## config.mk

```make
export PLATFORM = sky130hd
export DESIGN_NAME = seq_muldiv
export DESIGN_NICKNAME = d
export VERILOG_FILES = /design/src/rtl/seq_muldiv.sv
export SDC_FILE = /design/constraint.sdc
export NUM_CORES = 1
export LEC_CHECK = 0
export CAP_MARGIN = 20
export CELL_PAD_IN_SITES_DETAIL_PLACEMENT = 0
export CELL_PAD_IN_SITES_GLOBAL_PLACEMENT = 2
export CORE_ASPECT_RATIO = 1.4
export CORE_MARGIN = 3
export CORE_UTILIZATION = 30
export CTS_CLUSTER_DIAMETER = 120
export DETAILED_ROUTE_END_ITERATION = 8
export HOLD_SLACK_MARGIN = 0.15
export PLACE_DENSITY_LB_ADDON = 0.1
export SLEW_MARGIN = 20
export SYNTH_ARGS = -nofsm -noshare
export SYNTH_HDL_FRONTEND = slang
export SYNTH_SLANG_ARGS = --single-unit
```

## constraint.sdc

```tcl
create_clock -name clk -period 3.2 [get_ports clk]
set_input_delay 0.64 -clock clk [delete_from_list [all_inputs] [get_ports clk]]
set_output_delay 0.64 -clock clk [all_outputs]
set_load 0.005 [all_outputs]
```

## src/rtl/seq_muldiv.sv

```systemverilog
// Iterative multiply/divide unit: shift-add multiply and restoring divide on operand
// magnitudes, BITS_PER_CYCLE bits retired per iteration, sign fix-up in a final cycle.
module seq_muldiv #(
  parameter int unsigned WIDTH          = 32,
  parameter int unsigned BITS_PER_CYCLE = 1
) (
  input  logic             clk,
  input  logic             reset,
  input  logic             start,
  input  logic             abort,
  input  logic             multdivb,
  input  logic             signedop,
  input  logic [WIDTH-1:0] x,
  input  logic [WIDTH-1:0] y,
  output logic [WIDTH-1:0] prodh,
  output logic [WIDTH-1:0] prodl,
  output logic             done,
  output logic             busy,
  output logic             dividebyzero
);

  localparam int unsigned W  = WIDTH;
  localparam int unsigned P  = BITS_PER_CYCLE;
  localparam int unsigned N  = W / P;
  localparam int unsigned CW = $clog2(N);

  typedef enum logic [1:0] {IDLE, RUN, FIX, DONE} state_t;

  state_t          state, state_nx;
  logic [CW-1:0]   cnt;
  logic            op_mul, neg_q, neg_r;
  logic [W-1:0]    opnd;   // multiplicand magnitude, or divisor magnitude
  logic [W-1:0]    hi, lo; // product high/low, or partial remainder / quotient

  logic            accept, zero_div;
  logic [W-1:0]    x_mag, y_mag;
  logic [W+P-1:0]  mul_sum;
  logic [W:0]      trial;
  logic [W-1:0]    div_r, div_q;
  logic [W-1:0]    hi_nx, lo_nx;
  logic [2*W-1:0]  prod_fix;
  logic [W-1:0]    q_fix, r_fix;

  always_comb begin
    accept   = start && !abort && (state == IDLE || state == DONE);
    zero_div = !multdivb && (y == '0);
    x_mag    = (signedop && x[W-1]) ? -x : x;
    y_mag    = (signedop && y[W-1]) ? -y : y;
  end

  // One iteration: multiply adds opnd * P multiplier bits and shifts the pair right;
  // divide shifts P dividend bits into the remainder with one trial subtract each.
  always_comb begin
    mul_sum = {{P{1'b0}}, hi} + ({{P{1'b0}}, opnd} * {{W{1'b0}}, lo[P-1:0]});
    div_r   = hi;
    div_q   = lo;
    trial   = '0;
    for (int unsigned i = 0; i < P; i++) begin
      trial = {div_r, div_q[W-1]};
      div_q = {div_q[W-2:0], 1'b0};
      if (trial >= {1'b0, opnd}) begin
        trial    = trial - {1'b0, opnd};
        div_q[0] = 1'b1;
      end
      div_r = trial[W-1:0];
    end
    if (op_mul) begin
      hi_nx = mul_sum[W+P-1:P];
      lo_nx = {mul_sum[P-1:0], lo[W-1:P]};
    end else begin
      hi_nx = div_r;
      lo_nx = div_q;
    end
  end

  always_comb begin
    prod_fix = neg_q ? -{hi, lo} : {hi, lo};
    q_fix    = neg_q ? -lo : lo;
    r_fix    = neg_r ? -hi : hi;
  end

  always_comb begin
    state_nx = state;
    case (state)
      IDLE, DONE: if (accept) state_nx = zero_div ? DONE : RUN;
      RUN:        if (cnt == CW'(N - 1)) state_nx = FIX;
      FIX:        state_nx = DONE;
      default:    state_nx = IDLE;
    endcase
    if (abort) state_nx = IDLE;
  end

  always_ff @(posedge clk) begin
    if (reset) begin
      state        <= IDLE;
      cnt          <= '0;
      op_mul       <= 1'b0;
      neg_q        <= 1'b0;
      neg_r        <= 1'b0;
      opnd         <= '0;
      hi           <= '0;
      lo           <= '0;
      prodh        <= '0;
      prodl        <= '0;
      dividebyzero <= 1'b0;
    end else begin
      state <= state_nx;
      if (accept) begin
        op_mul       <= multdivb;
        cnt          <= '0;
        hi           <= '0;
        lo           <= multdivb ? y_mag : x_mag;
        opnd         <= multdivb ? x_mag : y_mag;
        neg_q        <= signedop && (x[W-1] ^ y[W-1]);
        neg_r        <= signedop && x[W-1];
        dividebyzero <= zero_div;
        if (zero_div) begin
          prodh <= x;
          prodl <= '1;
        end
      end else if (!abort) begin
        if (state == RUN) begin
          hi  <= hi_nx;
          lo  <= lo_nx;
          cnt <= cnt + CW'(1);
        end
        if (state == FIX) begin
          if (op_mul) begin
            {prodh, prodl} <= prod_fix;
          end else begin
            prodh <= r_fix;
            prodl <= q_fix;
          end
        end
      end
    end
  end

  assign busy = (state == RUN) || (state == FIX);
  assign done = (state == DONE);

endmodule

```

==> results.sh <==
export IMPL_status="complete, but fails checks"
export IMPL_violations="setup timing"
export IMPL_cts_hold_buf=0
export IMPL_crit_start="lo[24]$_SDFFE_PP0P_"
export IMPL_ctsRootBufferMaster="clkbuf_16"
export IMPL_drtIter0Drc=884
export IMPL_r2r_cells=10
export IMPL_grt_usage=0.238
export IMPL_nets=2552
export IMPL_core_area_um2=46500
export IMPL_whs_ns=0.424
export IMPL_crit_fanout=4
export IMPL_vias=16000
export IMPL_seq_area_frac_synth=0.240
export IMPL_h_tree_depth=4
export IMPL_synth_simple_area_share=0.223
export IMPL_ant_nets=0
export IMPL_clock_latency_ns=0.46
export IMPL_clock_sinks=171
export IMPL_path_clk_slew_ns=0.08
export IMPL_synthMuxAreaShare=0.0304
export IMPL_cts_buffers=17
export IMPL_yosys_warnings=0
export IMPL_rr_startpoint="lo[24]$_SDFFE_PP0P_"
export IMPL_crit_type="reg2reg"
export IMPL_drc=0
export IMPL_synth_edf_count=0
export IMPL_syn_nets=2133
export IMPL_slew_violations=0
export IMPL_end_kind="flop"
export IMPL_grt_pass1_wl_um=92700
export IMPL_yosysUniqueCellTypes=75
export IMPL_die_area_um2=50200
export IMPL_dieWidth_um=190
export IMPL_fp_row_count=93
export IMPL_finalWeightedCongestion=0.897
export IMPL_synth_cell_area_um2=14300
export IMPL_rsz0062_at_grt="true"
export IMPL_ir_worst_vdd_v=0.000362
export IMPL_finalCritPeriodShare=1.04
export IMPL_multi_input_area_um2=11200
export IMPL_ff_latch_area_um2=3440
export IMPL_drv_cap=0
export IMPL_fin_ws_ns=-0.120
export IMPL_synth_compound_area_frac=0.283
export IMPL_grt_pass1_vias=15900
export IMPL_hold_path_class="in2reg"
export IMPL_clock_skew_ns=0.0173
export IMPL_routed_wl_um=62700
export IMPL_port_buffers=136
export IMPL_io_pins=137
export IMPL_r2r_slack_ns=-0.12
export IMPL_synth_top_family_by_area="compound AO/OA/AOI/OAI gates"
export IMPL_dp_hpwl_um=47600
export IMPL_worst_slew_pin_slew_ns=0.898
export IMPL_power_density_nw_per_um2=372
export IMPL_synth_xor_area_frac=0.103
export IMPL_synth_ff_type="dfxtp_1"
export IMPL_cts_tree="yes"
export IMPL_drtPass1Iterations=5
export IMPL_hold_viol_final=0
export IMPL_relSlewSlack=0.399
export IMPL_syn_avg_cell_area_um2=7.17
export IMPL_synthAdderAreaFrac=0.0669
export IMPL_max_freq_mhz=301
export IMPL_async_reset_ff_frac=0
export IMPL_p_leak_nw=8.35
export IMPL_reg2reg_to="prodh[9]$_SDFFE_PP0P_"
export IMPL_cp_start_kind="flop"
export IMPL_finalPower_mw=7.83
export IMPL_grt_overflow_total=0
export IMPL_place_ws_ns=-0.738
export IMPL_area_growth_pct=47.8
export IMPL_critPathCapture="prodh[9]$_SDFFE_PP0P_"
export IMPL_initial_core_util=0.306
export IMPL_dieHeight_um=264
export IMPL_grt_max_degree=131
export IMPL_cp_data_required_time_ns=3.56
export IMPL_ctsLongestPathBuffers=2
export IMPL_cp_arrival_ns=3.68
export IMPL_synthCells=1988
export IMPL_ys_ff_latch=171
export IMPL_antenna_found_initial=1
export IMPL_vias_per_cell=5.28
export IMPL_fillCellCount=4769
export IMPL_setup_viol_count_final=14
export IMPL_drive_gt1_frac=0.265
export IMPL_period_needed_ns=3.32
export IMPL_wl_per_cell_um=20.6
[worst min-delay path by stage]
stage / cells past startpoint / start / to
floorplan: 2 / opnd[11]$_SDFFE_PP0P_ / opnd[11]$_SDFFE_PP0P_
global placement: 2 / opnd[11]$_SDFFE_PP0P_ / opnd[11]$_SDFFE_PP0P_
detailed placement: 2 / opnd[19]$_SDFFE_PP0P_ / opnd[19]$_SDFFE_PP0P_
CTS: 2 / reset / opnd[26]$_SDFFE_PP0P_
global route: 2 / reset / opnd[26]$_SDFFE_PP0P_
finish: 2 / reset / opnd[26]$_SDFFE_PP0P_
[through the flow]
step | utilization | cells | TNS [ns] | instance area (um2)
2_1_floorplan | - | 1988 | -0.0246 | 14300
3_3_place_gp | 0.400 | 2947 | -53.16 | 18600
3_5_place_dp | 0.400 | 2947 | -55.03 | 18600
4_1_cts | 0.430 | 3010 | -1.52 | 20000
5_1_grt | 0.453 | 3038 | -3.18 | 21100
6_report | 0.453 | 3038 | -0.689 | 21100
[synthesized netlist by cell type (4+ instances only)]
library cell | count | area, um2
o41ai_1 | 9 | 78.8
nand2_1 | 244 | 916
ha_1 | 73 | 913
o21a_1 | 7 | 52.6
a21oi_1 | 211 | 1060
nand3_1 | 35 | 175
buf_1 | 11 | 41.3
a31o_2 | 4 | 35.0
or2_2 | 5 | 31.3
mux2i_1 | 40 | 400
a21o_1 | 40 | 300
inv_1 | 59 | 221
nor2_1 | 249 | 935
a211oi_1 | 55 | 413
nand4_1 | 9 | 56.3
or3_1 | 23 | 144
o31ai_1 | 22 | 165
nor3_1 | 43 | 215
and2_1 | 11 | 68.8
buf_2 | 11 | 55.1
nor4_1 | 16 | 100
o211ai_1 | 84 | 631
and3_1 | 7 | 43.8
nor2b_1 | 15 | 93.8
o21ai_1 | 11 | 55.1
o22ai_1 | 12 | 75.1
or4_1 | 15 | 113
xor2_1 | 84 | 736
clkbuf_1 | 105 | 394
a31oi_1 | 16 | 100
a311oi_1 | 29 | 254
dfxtp_1 | 171 | 3420
nand2b_1 | 18 | 113
o21ai_0 | 86 | 430
o21bai_1 | 6 | 45.0
xnor2_1 | 84 | 736
[area by class of cell]
cell class                      instances  area share
Clock inverter                         12     0.00653
Antenna cell                            1    0.000119
Multi-Input combinational cell       1624       0.531
Inverter                               61      0.0111
Tap cell                              617      0.0366
Sequential cell                       171       0.163
Clock buffer                           20      0.0217
Timing Repair Buffer                  532       0.230
[cell usage in the layout (no fill, tap or decap), types with 19 or more instances in the layout]
cell,instances
a211oi_1,40
a21o_1,40
a21oi_1,186
a21oi_2,21
a311oi_1,28
buf_12,19
buf_4,346
buf_6,19
clkbuf_16,20
clkdlybuf4s50_1,127
dfxtp_1,158
ha_1,61
inv_1,54
mux2i_1,40
nand2_1,237
nand3_1,24
nor2_1,224
nor3_1,34
o211ai_1,84
o21ai_0,68
o21ai_1,19
xnor2_1,81
xor2_1,83
[critical path, stage by stage, from the launching register on]
cell and delay (ns):
dfxtp_2 0.32, or4_4 0.53, or4_4 0.46, or4_4 0.49, or3_4 0.40, a22oi_4 0.24, buf_6 0.14, nor2_2 0.03
xor2_1 0.20, nand2_1 0.15, a311oi_1 0.25
[registers in the layout, summed over array words and instances (netlist names), 2 cells and up]
signal / cells
hi: 32
state: 2
lo: 32
prodh: 32
opnd: 32
cnt: 5
prodl: 32
[logic make-up (layout without fill, tap and decap cells)]
kind of cell,count (synthesis),count (layout)
compound gates,628,628
xor+xnor,168,168
fa+ha+maj,75,75
buf+inv,193,625
flops,171,171
mux,43,43
other cells,0,1
simple gates,710,710
[timing repair]
action	in CTS	in global routing
buffers inserted	26	27
pin swaps	70	126
resized for setup	115	175
setup endpoints to repair	94	104
cloned	6	4
[power breakdown]
group          internal, mW  switching (mW)  total (mW)
Sequential             2.23          0.0914        2.32
Combinational          1.54            1.77        3.32
Clock                  1.20           0.997        2.20
[metal layers]
metal  global-route usage  up-vias  share of wire
met5                    0        -              0
met4                0.104        0          0.047
met3               0.0231      106          0.027
met2                0.431      320           0.51
met1                0.282     7611           0.41
li1                     -     7994              -
Power figures use the tool's default switching activity.
